File: src/rtl/inert_seq_if.sv
// ---------------------------------------------------------------------------
// inert_seq_if
//   Bundle between the inertial command sequencer, the SPI monarch that it
//   drives, and the flight controller that reads the assembled rates.
//
//   SPI side      : wrt (pulse), cmd[15:0]   -> monarch
//                   done (sticky), rd_data[15:0] <- monarch
//   Rate side     : ptch_rt, roll_rt, yaw_rt (signed 16-bit), vld (pulse),
//                   cfg_done (level)
//   Optional      : ax, ay (present only when INERT_ACCEL_RD_EN is defined)
//
//   master modport : the sequencer (inert_seq)
//   slave modport  : the environment (SPI monarch + rate consumer)
// ---------------------------------------------------------------------------
interface inert_seq_if;
  logic        wrt;
  logic [15:0] cmd;
  logic        done;
  logic [15:0] rd_data;
  logic [15:0] ptch_rt;
  logic [15:0] roll_rt;
  logic [15:0] yaw_rt;
  logic        vld;
  logic        cfg_done;
`ifdef INERT_ACCEL_RD_EN
  logic [15:0] ax;
  logic [15:0] ay;
`endif

  modport master (
    input  done, rd_data,
    output wrt, cmd, ptch_rt, roll_rt, yaw_rt, vld, cfg_done
`ifdef INERT_ACCEL_RD_EN
    , output ax, ay
`endif
  );

  modport slave (
    output done, rd_data,
    input  wrt, cmd, ptch_rt, roll_rt, yaw_rt, vld, cfg_done
`ifdef INERT_ACCEL_RD_EN
    , input ax, ay
`endif
  );
endinterface

File: src/rtl/inert_seq.sv
// ---------------------------------------------------------------------------
// inert_seq
//   Command sequencer in front of the SPI monarch. After a power-up delay it
//   writes the IMU configuration table once, then on every data-ready
//   interrupt it reads the rate bytes (low byte first) and publishes them as
//   signed 16-bit words together with a one-cycle vld strobe.
//
//   Ports:
//     clk      in   system clock
//     rst_n    in   asynchronous active-low reset
//     INT      in   IMU data-ready interrupt (asynchronous, synchronised here)
//     bus      master modport of inert_seq_if (wrt/cmd/done/rd_data and the
//              rate outputs vld, cfg_done, ptch_rt, roll_rt, yaw_rt[, ax, ay])
//
//   Parameters:
//     PWRUP_W  width of the power-up delay counter (config starts when it
//              saturates at all-ones)
//     NUM_CFG  number of configuration writes issued from the table
//
//   Build option:
//     INERT_ACCEL_RD_EN  extends each frame with ax/ay (10 bytes instead of 6)
// ---------------------------------------------------------------------------
module inert_seq #(
  parameter int PWRUP_W = 16,
  parameter int NUM_CFG = 4
) (
  input  logic          clk,
  input  logic          rst_n,
  input  logic          INT,
  inert_seq_if.master   bus
);

`ifdef INERT_ACCEL_RD_EN
  localparam int NBYTES = 10;
`else
  localparam int NBYTES = 6;
`endif

  localparam logic [3:0] CFG_LAST = 4'(NUM_CFG - 1);
  localparam logic [3:0] RD_LAST  = 4'(NBYTES - 1);

  localparam logic [2:0] PWRUP = 3'd0;
  localparam logic [2:0] CFG   = 3'd1;
  localparam logic [2:0] CWAIT = 3'd2;
  localparam logic [2:0] IDLE  = 3'd3;
  localparam logic [2:0] RD    = 3'd4;
  localparam logic [2:0] RWAIT = 3'd5;
  localparam logic [2:0] VLD   = 3'd6;

  // Configuration write table.
  function automatic logic [15:0] cfg_word(input logic [3:0] i);
    logic [15:0] w;
    case (i)
      4'd0:    w = 16'h0D02;  // data-ready interrupt enable
      4'd1:    w = 16'h1062;  // accel 416 Hz
      4'd2:    w = 16'h1162;  // gyro 416 Hz
      4'd3:    w = 16'h1460;  // rounding on
      default: w = 16'h0000;
    endcase
    return w;
  endfunction

  // Read command for byte slot i: registers 0x22 upwards, read bit set,
  // so slot 0 -> A200, slot 1 -> A300, ... slot 9 -> AB00.
  function automatic logic [15:0] rd_word(input logic [3:0] i);
    logic [3:0] addr_lo;
    addr_lo = 4'h2 + i;
    return {4'hA, addr_lo, 8'h00};
  endfunction

  logic                  int_meta_q, int_s_q;
  logic [2:0]            state_q, state_d;
  logic [PWRUP_W-1:0]    cnt_q, cnt_d;
  logic [3:0]            idx_q, idx_d;
  logic                  wrt_q, wrt_d;
  logic [15:0]           cmd_q, cmd_d;
  logic [8*NBYTES-1:0]   bytes_q, bytes_d;
  logic [15:0]           ptch_q, ptch_d;
  logic [15:0]           roll_q, roll_d;
  logic [15:0]           yaw_q, yaw_d;
  logic                  vld_q, vld_d;
  logic                  cfg_done_q, cfg_done_d;
`ifdef INERT_ACCEL_RD_EN
  logic [15:0]           ax_q, ax_d;
  logic [15:0]           ay_q, ay_d;
`endif

  // Only the register contents byte of the SPI read word is meaningful.
  logic [7:0] unused_rd_hi;
  assign unused_rd_hi = bus.rd_data[15:8];

  // done from the previous transaction may still be high while wrt is high,
  // so a completion is only accepted once our own wrt pulse has gone.
  logic xfer_done_s;
  assign xfer_done_s = bus.done & ~wrt_q;

  // Two-flop synchroniser for the asynchronous interrupt.
  always_ff @(posedge clk or negedge rst_n) begin
    if (!rst_n) begin
      int_meta_q <= 1'b0;
      int_s_q    <= 1'b0;
    end else begin
      int_meta_q <= INT;
      int_s_q    <= int_meta_q;
    end
  end

  // Next-state logic for the sequencer FSM and its datapath.
  always_comb begin
    state_d    = state_q;
    cnt_d      = cnt_q;
    idx_d      = idx_q;
    wrt_d      = 1'b0;
    cmd_d      = cmd_q;
    bytes_d    = bytes_q;
    ptch_d     = ptch_q;
    roll_d     = roll_q;
    yaw_d      = yaw_q;
    vld_d      = 1'b0;
    cfg_done_d = cfg_done_q;
`ifdef INERT_ACCEL_RD_EN
    ax_d       = ax_q;
    ay_d       = ay_q;
`endif

    case (state_q)
      PWRUP: begin
        if (cnt_q == {PWRUP_W{1'b1}}) begin
          state_d = CFG;
          idx_d   = 4'd0;
        end else begin
          cnt_d   = cnt_q + PWRUP_W'(1);
        end
      end

      CFG: begin
        wrt_d   = 1'b1;
        cmd_d   = cfg_word(idx_q);
        state_d = CWAIT;
      end

      CWAIT: begin
        if (xfer_done_s) begin
          if (idx_q == CFG_LAST) begin
            cfg_done_d = 1'b1;
            idx_d      = 4'd0;
            state_d    = IDLE;
          end else begin
            idx_d      = idx_q + 4'd1;
            state_d    = CFG;
          end
        end else begin
          state_d = CWAIT;
        end
      end

      IDLE: begin
        if (int_s_q) begin
          idx_d   = 4'd0;
          state_d = RD;
        end else begin
          state_d = IDLE;
        end
      end

      RD: begin
        wrt_d   = 1'b1;
        cmd_d   = rd_word(idx_q);
        state_d = RWAIT;
      end

      RWAIT: begin
        if (xfer_done_s) begin
          bytes_d[{idx_q, 3'b000} +: 8] = bus.rd_data[7:0];
          if (idx_q == RD_LAST) begin
            state_d = VLD;
          end else begin
            idx_d   = idx_q + 4'd1;
            state_d = RD;
          end
        end else begin
          state_d = RWAIT;
        end
      end

      // All outputs switch together with the vld strobe, so a frame in
      // progress never leaks partial data.
      VLD: begin
        ptch_d  = bytes_q[15:0];
        roll_d  = bytes_q[31:16];
        yaw_d   = bytes_q[47:32];
`ifdef INERT_ACCEL_RD_EN
        ax_d    = bytes_q[63:48];
        ay_d    = bytes_q[79:64];
`endif
        vld_d   = 1'b1;
        state_d = IDLE;
      end

      default: begin
        state_d = PWRUP;
      end
    endcase
  end

  // State and output registers.
  always_ff @(posedge clk or negedge rst_n) begin
    if (!rst_n) begin
      state_q    <= PWRUP;
      cnt_q      <= {PWRUP_W{1'b0}};
      idx_q      <= 4'd0;
      wrt_q      <= 1'b0;
      cmd_q      <= 16'h0000;
      bytes_q    <= {(8*NBYTES){1'b0}};
      ptch_q     <= 16'h0000;
      roll_q     <= 16'h0000;
      yaw_q      <= 16'h0000;
      vld_q      <= 1'b0;
      cfg_done_q <= 1'b0;
`ifdef INERT_ACCEL_RD_EN
      ax_q       <= 16'h0000;
      ay_q       <= 16'h0000;
`endif
    end else begin
      state_q    <= state_d;
      cnt_q      <= cnt_d;
      idx_q      <= idx_d;
      wrt_q      <= wrt_d;
      cmd_q      <= cmd_d;
      bytes_q    <= bytes_d;
      ptch_q     <= ptch_d;
      roll_q     <= roll_d;
      yaw_q      <= yaw_d;
      vld_q      <= vld_d;
      cfg_done_q <= cfg_done_d;
`ifdef INERT_ACCEL_RD_EN
      ax_q       <= ax_d;
      ay_q       <= ay_d;
`endif
    end
  end

  assign bus.wrt      = wrt_q;
  assign bus.cmd      = cmd_q;
  assign bus.ptch_rt  = ptch_q;
  assign bus.roll_rt  = roll_q;
  assign bus.yaw_rt   = yaw_q;
  assign bus.vld      = vld_q;
  assign bus.cfg_done = cfg_done_q;
`ifdef INERT_ACCEL_RD_EN
  assign bus.ax       = ax_q;
  assign bus.ay       = ay_q;
`endif

endmodule

File: src/flat_wrapper.sv
// flat-port wrapper written by rule: the top's interface ports become plain ports
module inert_seq_flat 
#(
  parameter int PWRUP_W = 16,
  parameter int NUM_CFG = 4
)
  (clk, rst_n, INT, bus_done, bus_rd_data, bus_wrt, bus_cmd, bus_ptch_rt, bus_roll_rt, bus_yaw_rt, bus_vld, bus_cfg_done);
  inert_seq_if bus_i ();
  input  logic clk;
  input  logic rst_n;
  input  logic INT;
  input wire logic [$bits(bus_i.done)-1:0] bus_done;
  input wire logic [$bits(bus_i.rd_data)-1:0] bus_rd_data;
  output wire logic [$bits(bus_i.wrt)-1:0] bus_wrt;
  output wire logic [$bits(bus_i.cmd)-1:0] bus_cmd;
  output wire logic [$bits(bus_i.ptch_rt)-1:0] bus_ptch_rt;
  output wire logic [$bits(bus_i.roll_rt)-1:0] bus_roll_rt;
  output wire logic [$bits(bus_i.yaw_rt)-1:0] bus_yaw_rt;
  output wire logic [$bits(bus_i.vld)-1:0] bus_vld;
  output wire logic [$bits(bus_i.cfg_done)-1:0] bus_cfg_done;
  assign bus_i.done = bus_done;
  assign bus_i.rd_data = bus_rd_data;
  assign bus_wrt = bus_i.wrt;
  assign bus_cmd = bus_i.cmd;
  assign bus_ptch_rt = bus_i.ptch_rt;
  assign bus_roll_rt = bus_i.roll_rt;
  assign bus_yaw_rt = bus_i.yaw_rt;
  assign bus_vld = bus_i.vld;
  assign bus_cfg_done = bus_i.cfg_done;
  inert_seq #(.PWRUP_W(PWRUP_W), .NUM_CFG(NUM_CFG)) u_core (.clk(clk), .rst_n(rst_n), .INT(INT), .bus(bus_i));
endmodule
File: config.mk
export PLATFORM = sky130hd
export DESIGN_NAME = inert_seq_flat
export DESIGN_NICKNAME = d
export VERILOG_FILES = /design/src/rtl/inert_seq_if.sv /design/src/rtl/inert_seq.sv /design/src/flat_wrapper.sv
export SDC_FILE = /design/constraint.sdc
export NUM_CORES = 1
export LEC_CHECK = 0
export ABC_AREA = 0
export BUFFER_PORTS_ARGS = -buffer_cell sky130_fd_sc_hd__buf_2
export CAP_MARGIN = 20
export CORE_ASPECT_RATIO = 2
export CORE_MARGIN = 2
export CORE_UTILIZATION = 40
export CTS_CLUSTER_SIZE = 25
export DETAILED_ROUTE_END_ITERATION = 8
export GPL_TIMING_DRIVEN = 0
export PLACE_DENSITY_LB_ADDON = 0.1
export SYNTH_ARGS = -nofsm -noshare
export SYNTH_HDL_FRONTEND = slang
export SYNTH_SLANG_ARGS = --single-unit
export TNS_END_PERCENT = 30
File: constraint.sdc
create_clock -name clk -period 2.5 [get_ports clk]
set_clock_uncertainty 0.1 [all_clocks]
set_input_delay 0.125 -clock clk [delete_from_list [all_inputs] [get_ports clk]]
set_output_delay 0.125 -clock clk [all_outputs]
set_load 0.02 [all_outputs]
==> impl_metrics.env, run 1 <==
export IMPL_antenna_found_initial=0
export IMPL_status="completed"
export IMPL_drtIter0Drc=140
export IMPL_drc=0
export IMPL_layout_drive_gt1_share_pct=34.6
export IMPL_num_vias=3787
export IMPL_rsz0062_at_grt="yes"
export IMPL_setup_worst_path_class="reg2reg"
export IMPL_max_freq_mhz=421
export IMPL_min_period_ns=2.37
export IMPL_setup_viol=0
export IMPL_yosysWarnings=0
export IMPL_wire_per_inst_um=16.8
export IMPL_endpoint_kind="flip-flop"
export IMPL_fp_coreArea_mm2=0.0134
export IMPL_grt_max_degree=100
export IMPL_clock_latency_ns=0.41
export IMPL_fin_total_pwr_uw=6890
export IMPL_grt_pass1_wl_um=20100
export IMPL_multiInputGateArea_mm2=0.00207
export IMPL_final_common_cell="dfrtp_1"
export IMPL_die_h_um=170
export IMPL_firstDrtPassIters=4
export IMPL_tritoncts="built"
export IMPL_synth_area_leader_cell="dfrtp_1"
export IMPL_holdCritPathClass="in2async"
export IMPL_drv_cap=0
export IMPL_avgSynthCellArea_um2=11.9
export IMPL_viasPerCell=5.13
export IMPL_synthCells=462
export IMPL_ant_nets=0
export IMPL_grt_overflow=0
export IMPL_postLayoutCellArea_mm2=0.00685
export IMPL_cts_buffers=17
export IMPL_synthFlopType="dfrtp_1"
export IMPL_wl_um=12400
export IMPL_place_area_mm2=0.00610
export IMPL_p_leak_uw=0.00350
export IMPL_area_growth_pct=24.8
export IMPL_cts_path_max_buffers=2
export IMPL_async_flop_share_pct=100
export IMPL_powerDensity_mw_per_mm2=1010
export IMPL_rows=60
export IMPL_path_clk_slew_ns=0.06
export IMPL_max_vdd_ir_drop_mv=0.563
export IMPL_ys_ff_latch=131
export IMPL_place_congestion=0.797
export IMPL_critPathMaxFanout=10
export IMPL_layout_common_cells="131 x dfrtp_1, 78 x buf_2, 69 x mux2_2"
export IMPL_port_buffers=72
export IMPL_seq_area_mm2=0.00328
export IMPL_arrival_ns=2.56
export IMPL_synth_cell_type_count=39
export IMPL_numClockSinks=131
export IMPL_start_util_pct=40.9
export IMPL_fill_cells=1204
export IMPL_antennaDiodeCount=0
export IMPL_grt_usage_pct=17.9
export IMPL_finalMaxSlewViolations=0
export IMPL_cts_max_level=4
export IMPL_seq_area_frac_synth_pct=59.7
export IMPL_die_w_um=86.9
export IMPL_dp_hpwl_um=8900
export IMPL_fin_crit_sh_pct=94.9
export IMPL_root_buffer="clkbuf_16"
export IMPL_finalNonFillerCells=738
export IMPL_grt_pass1_vias=3913
export IMPL_finalHoldViolCount=0
export IMPL_ios=87
export IMPL_synth_area_top_cells="dfrtp_1 60%, mux2_2 14%, nand2_1 4.3%, o21ai_0 3.5%, xnor2_1 2.1%"
export IMPL_start_kind="flip-flop"
export IMPL_syn_area_mm2=0.00549
export IMPL_dieArea_mm2=0.0147
export IMPL_tightest_slew_ns=0.859
export IMPL_crit_required_ns=2.69
export IMPL_nets=598
export IMPL_relSlewSlack_pct=42.3
export IMPL_synth_top_area_share_pct=59.7
export IMPL_synth_edf_count=0
export IMPL_dp_cells=695
==> final cells by class <==
| cell class | count | share of cell area [%] |
|---|---|---|
| clock buffer | 18 | 6.26 |
| inverter | 15 | 0.822 |
| timing repair buffer | 84 | 7.32 |
| tap | 155 | 2.83 |
| sequential | 131 | 47.8 |
| buffer | 26 | 2.19 |
| clock inverter | 14 | 2.59 |
| multi-input combinational | 295 | 30.1 |
==> kinds of logic after synthesis <==
kind of cell	count (synthesis)	synth area share (%)
simple gates	137	11.8
flops	131	59.7
mux	69	14.1
compound gates	56	5.72
buf+inv	41	3.71
xor+xnor	19	3.03
fa+ha+maj	8	1.82
other cells	1	0.0683
==> what timing repair did <==
item,in CTS,in global routing
endpoints found under the hold margin,161,0
pin swaps,1,0
endpoints found under the setup margin,40,40
gates resized for setup,2,9
buffers inserted,1,0
cloned,0,0
hold buffers,10,0
==> synth_stat cells, types with 7 or more instances <==
cell and instances:
buf_2 7, clkbuf_1 8, nor2_1 17, inv_1 15, ha_1 8, buf_4 9, and2_1 7, nand4_1 8
xnor2_1 13, dfrtp_1 131, mux2_2 69, nand2_1 63, nand3_1 12, nor3_1 8, o21ai_0 38
==> layer usage <==
| metal | GRT usage (%) | part of all wire [%] | vias to the layer above |
|---|---|---|---|
| met4 | 7.81 | 1.9 | 0 |
| met3 | 4.13 | 2.6 | 19 |
| met1 | 19.0 | 39 | 1918 |
| met2 | 32.8 | 57 | 70 |
| li1 | - | - | 1780 |
| met5 | 0 | 0 | - |
==> report_power, final <==
part	switching (uW)	internal [uW]
logic	1120	621
registers	189	2410
clock network	964	1580
==> final timing paths <==
| kind | endpoint | from | cells past startpoint | slack, ns |
|---|---|---|---|---|
| min in group clk | u_core.int_meta_q | INT | 2 | 0.25 |
| setup reg to reg | u_core.bytes_q[18] | u_core.idx_q[0] | 8 | 0.13 |
| hold reg to reg | u_core.int_s_q | u_core.int_meta_q | 0 | 0.25 |
| hold / removal | u_core.bus.roll_rt[11] | rst_n | 2 | 0.06 |
| setup / recovery | u_core.bytes_q[18] | u_core.idx_q[0] | 8 | 0.13 |
| max in group asynchronous | u_core.cnt_q[7] | rst_n | 3 | 1.44 |
==> critical path, stage by stage, from the launching register on <==
cell and delay (ns):
dfrtp_1 0.49, inv_1 0.17, ha_1 0.32, xor2_2 0.23
nor3_4 0.27, nand4_1 0.23, clkbuf_2 0.26, nand2_1 0.09
o21ai_0 0.08
==> sequential cells by signal, indices dropped and copies added, names as in the netlist, 3 cells and up <==
register and count:
u_core.bus.yaw_rt 16, u_core.bus.cmd 7, u_core.state_q 3, u_core.bus.roll_rt 16, u_core.cnt_q 16, u_core.bytes_q 48, u_core.idx_q 4, u_core.bus.ptch_rt 16
==> stage by stage <==
stage          setup slack [ns]  util [%]  setup TNS [ns]  hold WS [ns]
6_report                  0.128      51.0               0        0.0616
5_1_grt                 -0.0144      51.0         -0.0394        0.0814
4_1_cts               -0.000332      50.8       -0.000332        0.0527
3_5_place_dp             -0.283      45.4           -6.23       -0.0698
3_3_place_gp             -0.541      45.1          -73.98         0.136
2_1_floorplan             0.346         -               0        -0.271
No activity file was read; power rests on OpenSTA's default activity.
==> run 2, diff against run 1 <==
==> constraint.sdc (replaced) <==
create_clock -name clk -period 1.95 [get_ports clk]
set_clock_uncertainty 0.1 [all_clocks]
set_input_delay 0.0975 -clock clk [delete_from_list [all_inputs] [get_ports clk]]
set_output_delay 0.0975 -clock clk [all_outputs]
set_load 0.02 [all_outputs]
==> run 2 against run 1 <==
Against the previous run: the flow now finishes with violations (setup timing); core utilization rose by 2.8 points; die area did not move; flip-flop and latch count did not move; power rose by 37%; global-route usage rose by 0.11 points; wire length rose by 2.4%; via count rose by 2.6%; critical path type unchanged; largest power group unchanged.
==> impl_metrics.env, run 2 (synthesis gave the netlist of run 1 again) <==
export IMPL_fin_util_pct=53.8
export IMPL_port_buffers=72
export IMPL_crit_path_cell_trace="buf_6 -> or3_4 -> buf_6 -> nor4_4 -> o311a_4 -> nand4_1 -> xnor2_1"
export IMPL_place_congestion=0.810
export IMPL_cts_path_max_buffers=2
export IMPL_num_vias=3886
export IMPL_wire_per_inst_um=16.8
export IMPL_start_util_pct=40.9
export IMPL_holdCritPathClass="in2async"
export IMPL_regMostFlops="u_core.bytes_q"
export IMPL_powerDensity_mw_per_mm2=1310
export IMPL_area_growth_pct=31.6
export IMPL_slowest_stage="dfrtp_1"
export IMPL_drv_cap=0
export IMPL_endpoint_kind="flip-flop"
export IMPL_nets=615
export IMPL_setup_viol=1
export IMPL_min_period_ns=1.97
export IMPL_fin_crit_sh_pct=101
export IMPL_path_buf_inv=2
export IMPL_largest_reg_flops=48
export IMPL_layout_common_cells="127 x dfrtp_1, 77 x buf_2, 68 x mux2_2"
export IMPL_cts_max_level=4
export IMPL_rows=60
export IMPL_path_clk_slew_ns=0.06
export IMPL_drtIter0Drc=140
export IMPL_status="finished with violations"
export IMPL_slowest_delay_ns=0.39
export IMPL_drc=0
export IMPL_final_common_cell="dfrtp_1"
export IMPL_max_freq_mhz=507
export IMPL_crit_required_ns=2.15
export IMPL_fp_coreArea_mm2=0.0134
export IMPL_relSlewSlack_pct=66.9
export IMPL_antennaDiodeCount=0
export IMPL_crit_top_cell="buf_6"
export IMPL_viasPerCell=5.15
export IMPL_worst_slack_ns=-0.0210
export IMPL_grt_pass1_vias=3910
export IMPL_start_kind="flip-flop"
export IMPL_max_vdd_ir_drop_mv=0.843
export IMPL_rsz0062_at_grt="yes"
export IMPL_grt_max_degree=86
export IMPL_worstRegToRegCells=7
export IMPL_layout_drive_gt1_share_pct=42.7
export IMPL_grt_overflow=0
export IMPL_dieArea_mm2=0.0147
export IMPL_p_leak_uw=0.00371
export IMPL_arrival_ns=2.17
export IMPL_clock_latency_ns=0.41
export IMPL_root_buffer="clkbuf_16"
export IMPL_tritoncts="built"
export IMPL_firstDrtPassIters=4
export IMPL_die_w_um=86.9
export IMPL_finalNonFillerCells=755
export IMPL_dp_cells=695
export IMPL_setup_worst_path_class="reg2reg"
export IMPL_ff2ff_setup_slack_ns=-0.02
export IMPL_ios=87
export IMPL_critPathMaxFanout=6
export IMPL_r2r_end="u_core.cnt_q[13]"
export IMPL_wl_um=12700
export IMPL_cts_buffers=17
export IMPL_crit_family="simple AND/OR/NAND/NOR gates"
export IMPL_finalMaxSlewViolations=0
export IMPL_ant_nets=0
export IMPL_antenna_found_initial=0
export IMPL_finalHoldViolCount=0
export IMPL_tightest_slew_ns=0.494
export IMPL_violations="setup timing"
export IMPL_die_h_um=170
export IMPL_numClockSinks=131
export IMPL_grt_pass1_wl_um=20200
export IMPL_timing_rr_start="u_core.state_q[2]"
export IMPL_dp_hpwl_um=8960
export IMPL_grt_usage_pct=18.0
## run 2: layout make-up
| class | instances | area (um^2) |
|---|---|---|
| clock buffer | 18 | 429 |
| buffer | 23 | 165 |
| multi-input combinational | 295 | 2240 |
| tap | 155 | 194 |
| timing repair buffer | 104 | 652 |
| inverter | 15 | 61.3 |
| sequential | 131 | 3280 |
| fill | 1174 | 6210 |
| clock inverter | 14 | 201 |
## run 2: worst max path at each step
| stage | startpoint | endpoint | slack [ns] | cells after the start |
|---|---|---|---|---|
| after floorplan | u_core.idx_q[0] | u_core.bytes_q[10] | -0.02 | 6 |
| after global placement | rst_n | u_core.idx_q[0] | -1.25 | 1 |
| after detailed placement | u_core.idx_q[1] | u_core.bytes_q[18] | -0.56 | 8 |
| after CTS | u_core.state_q[1] | u_core.cnt_q[13] | -0.1 | 7 |
| after global routing | u_core.state_q[2] | u_core.cnt_q[13] | -0.10 | 7 |
| final | u_core.state_q[2] | u_core.cnt_q[13] | -0.02 | 7 |
## run 2: routing by layer
metal  vias to the layer above  global-route usage (%)  share of wire (%)
met5                         -                       0                  0
met3                        25                    4.23                3.0
met1                      1960                    19.1                 38
met2                        76                    32.9                 56
li1                       1825                       -                  -
met4                         0                    8.02                2.9
## run 2: timing repair
action                                  in CTS  in global routing
hold buffers                                10                  0
gates cloned                                 1                  0
gates resized for setup                     33                 32
pin swaps                                    9                  9
hold endpoints to repair                    99                  0
endpoints found under the setup margin     105                 70
buffers inserted                             8                 12
## run 2: report_power, final
part | internal, uW | leakage [uW] | switching, uW | total [uW]
Clock | 2160 | 0.000301 | 1220 | 3370
Combinational | 1120 | 0.00165 | 1570 | 2700
Sequential | 3100 | 0.00176 | 264 | 3370
Total | 6380 | 0.00371 | 3050 | 9440
## run 2: through the flow
step,hold WS (ns),setup slack (ns),cell area (um^2),total power [uW],setup TNS (ns)
6_report,0.0859,-0.0210,7230,9440,-0.0210
5_1_grt,0.111,-0.103,7230,9940,-0.584
4_1_cts,0.0936,-0.0967,7060,9310,-0.573
3_5_place_dp,-0.0335,-0.556,6140,5620,-26.11
3_3_place_gp,0.147,-1.25,6100,5560,-154.41
2_1_floorplan,-0.298,-0.0173,5550,4870,-0.224
==> run 3, diff against run 2 <==
--- a/config.mk
+++ b/config.mk
@@ -6,7 +6,7 @@
 export NUM_CORES = 1
 export LEC_CHECK = 0
 export ABC_AREA = 0
-export BUFFER_PORTS_ARGS = -buffer_cell sky130_fd_sc_hd__buf_2
+export BUFFER_PORTS_ARGS = -buffer_cell sky130_fd_sc_hd__buf_4
 export CAP_MARGIN = 20
 export CORE_ASPECT_RATIO = 2
 export CORE_MARGIN = 2
@@ -15,6 +15,7 @@
 export DETAILED_ROUTE_END_ITERATION = 8
 export GPL_TIMING_DRIVEN = 0
 export PLACE_DENSITY_LB_ADDON = 0.1
+export SKIP_LAST_GASP = 1
 export SYNTH_ARGS = -nofsm -noshare
 export SYNTH_HDL_FRONTEND = slang
 export SYNTH_SLANG_ARGS = --single-unit
==> run 3 against run 2 <==
Against the previous run: the flow still finishes with violations (setup timing); clock-buffer cell count did not move; flip-flop and latch count unchanged; register-to-register slack hardly changed; largest cell class unchanged.
==> impl_metrics.env, run 3 (synthesis gave the netlist of run 1 again) <==
export IMPL_area_growth_pct=35.6
export IMPL_grt_pass1_wl_um=20500
export IMPL_crit_family="simple AND/OR/NAND/NOR gates"
export IMPL_timing_rr_start="u_core.idx_q[0]"
export IMPL_endpoint_kind="flip-flop"
export IMPL_start_util_pct=40.9
export IMPL_whs_ns=0.0883
export IMPL_grt_max_degree=84
export IMPL_fin_crit_sh_pct=101
export IMPL_ios=87
export IMPL_nets=622
export IMPL_cts_max_level=4
export IMPL_slowest_stage="dfrtp_2"
export IMPL_multiInputGateArea_mm2=0.00228
export IMPL_tritoncts="built"
export IMPL_finalNonFillerCells=762
export IMPL_die_w_um=86.9
export IMPL_grt_usage_pct=18.1
export IMPL_fp_coreArea_mm2=0.0134
export IMPL_fin_total_pwr_uw=9370
export IMPL_drv_cap=0
export IMPL_relSlewSlack_pct=65.0
export IMPL_setup_viol=6
export IMPL_worst_slack_ns=-0.0181
export IMPL_path_clk_slew_ns=0.06
export IMPL_regMostFlops="u_core.bytes_q"
export IMPL_startpoint="u_core.idx_q[0]"
export IMPL_ff2ff_setup_slack_ns=-0.02
export IMPL_rows=60
export IMPL_finalMaxSlewViolations=0
export IMPL_grt_pass1_vias=4047
export IMPL_max_vdd_ir_drop_mv=0.972
export IMPL_die_h_um=170
export IMPL_crit_required_ns=2.14
export IMPL_cts_buffers=17
export IMPL_start_kind="flip-flop"
export IMPL_dp_cells=695
export IMPL_antennaDiodeCount=0
export IMPL_grt_overflow=0
export IMPL_drtIter0Drc=135
export IMPL_final_common_cell="dfrtp_1"
export IMPL_port_buffers=72
export IMPL_largest_reg_flops=48
export IMPL_holdCritPathClass="in2async"
export IMPL_wire_per_inst_um=16.8
export IMPL_fill_cells=1182
export IMPL_tightest_slew_ns=0.520
export IMPL_rsz0062_at_grt="yes"
export IMPL_critPathMaxFanout=5
export IMPL_drc=0
export IMPL_status="finished with violations"
export IMPL_violations="setup timing"
export IMPL_wl_um=12800
export IMPL_dp_hpwl_um=8810
export IMPL_min_period_ns=1.97
export IMPL_p_leak_uw=0.00374
export IMPL_ant_nets=0
export IMPL_slowest_delay_ns=0.41
export IMPL_arrival_ns=2.15
export IMPL_max_freq_mhz=508
export IMPL_num_vias=3861
export IMPL_viasPerCell=5.07
export IMPL_layout_common_cells="128 x dfrtp_1, 108 x buf_4, 69 x mux2_2"
export IMPL_setup_worst_path_class="reg2reg"
export IMPL_finalHoldViolCount=0
export IMPL_crit_path_cell_trace="inv_4 -> ha_4 -> xor2_4 -> nor3_4 -> nand4_1 -> clkbuf_8 -> nand2_1 -> o21ai_0"
export IMPL_place_congestion=0.857
export IMPL_numClockSinks=131
export IMPL_cts_path_max_buffers=2
export IMPL_seq_area_mm2=0.00328
export IMPL_clock_latency_ns=0.41
export IMPL_path_buf_inv=2
export IMPL_firstDrtPassIters=4
export IMPL_root_buffer="clkbuf_16"
export IMPL_layout_drive_gt1_share_pct=43.7
export IMPL_antenna_found_initial=0
export IMPL_dieArea_mm2=0.0147
export IMPL_powerDensity_mw_per_mm2=1260
==> run 3: changes by cell type in the layout (fill, tap and decap cells not counted), sizes merged <==
cell      previous run  this run
inv                 18        22
bufinv               4         1
clkinvlp             2         4
buf                112       118
clkbuf              23        24
clkinv               5         2
==> run 3: power by group <==
part / total [uW] / leakage [uW] / internal [uW] / switching [uW]
sequential: 3360 / 0.00176 / 3100 / 259
combinational: 2940 / 0.00171 / 1290 / 1650
clock: 3070 / 0.000270 / 1800 / 1270
==> run 3: layout make-up <==
class | count | area share (%)
clock inverter | 14 | 1.97
inverter | 15 | 0.823
timing repair buffer | 111 | 11.9
multi-input combinational | 295 | 30.6
buffer | 23 | 2.28
clock buffer | 18 | 5.76
sequential | 131 | 44.1
tap | 155 | 2.60
==> run 3: worst paths after layout <==
check | to | cells after the start
max reg2reg | u_core.bytes_q[18] | 8
max | u_core.bytes_q[18] | 8
max in group asynchronous | u_core.idx_q[0] | 3
min reg2reg | u_core.int_s_q | 0
min | u_core.bus.roll_rt[4] | 2
min in group clk | u_core.state_q[1] | 4
==> run 3: through the flow <==
stage          cell area [um^2]  worst slack [ns]  setup TNS (ns)  utilization (%)
3_3_place_gp               6280            -0.503          -21.07             46.8
3_5_place_dp               6310            -0.536          -22.94             47.0
2_1_floorplan              5550           -0.0173          -0.224                -
6_report                   7450           -0.0181         -0.0528             55.4
5_1_grt                    7450           -0.0593           -1.47             55.4
4_1_cts                    7170            -0.117           -4.09             53.4
==> run 3: metal layers <==
layer | GRT usage [%] | vias up | part of all wire (%)
met5 | 0 | - | 0
met4 | 7.13 | 0 | 2.2
met3 | 3.45 | 20 | 2.2
met2 | 32.9 | 71 | 57
met1 | 20.3 | 1930 | 38
li1 | - | 1840 | -
==> run 3: repair_timing <==
item / in CTS / in global routing
endpoints found under the hold margin: 82 / 0
buffers inserted: 9 / 18
hold buffers: 10 / 0
gates resized for setup: 29 / 46
cloned: 1 / 0
pin swaps: 5 / 15
endpoints found under the setup margin: 107 / 110
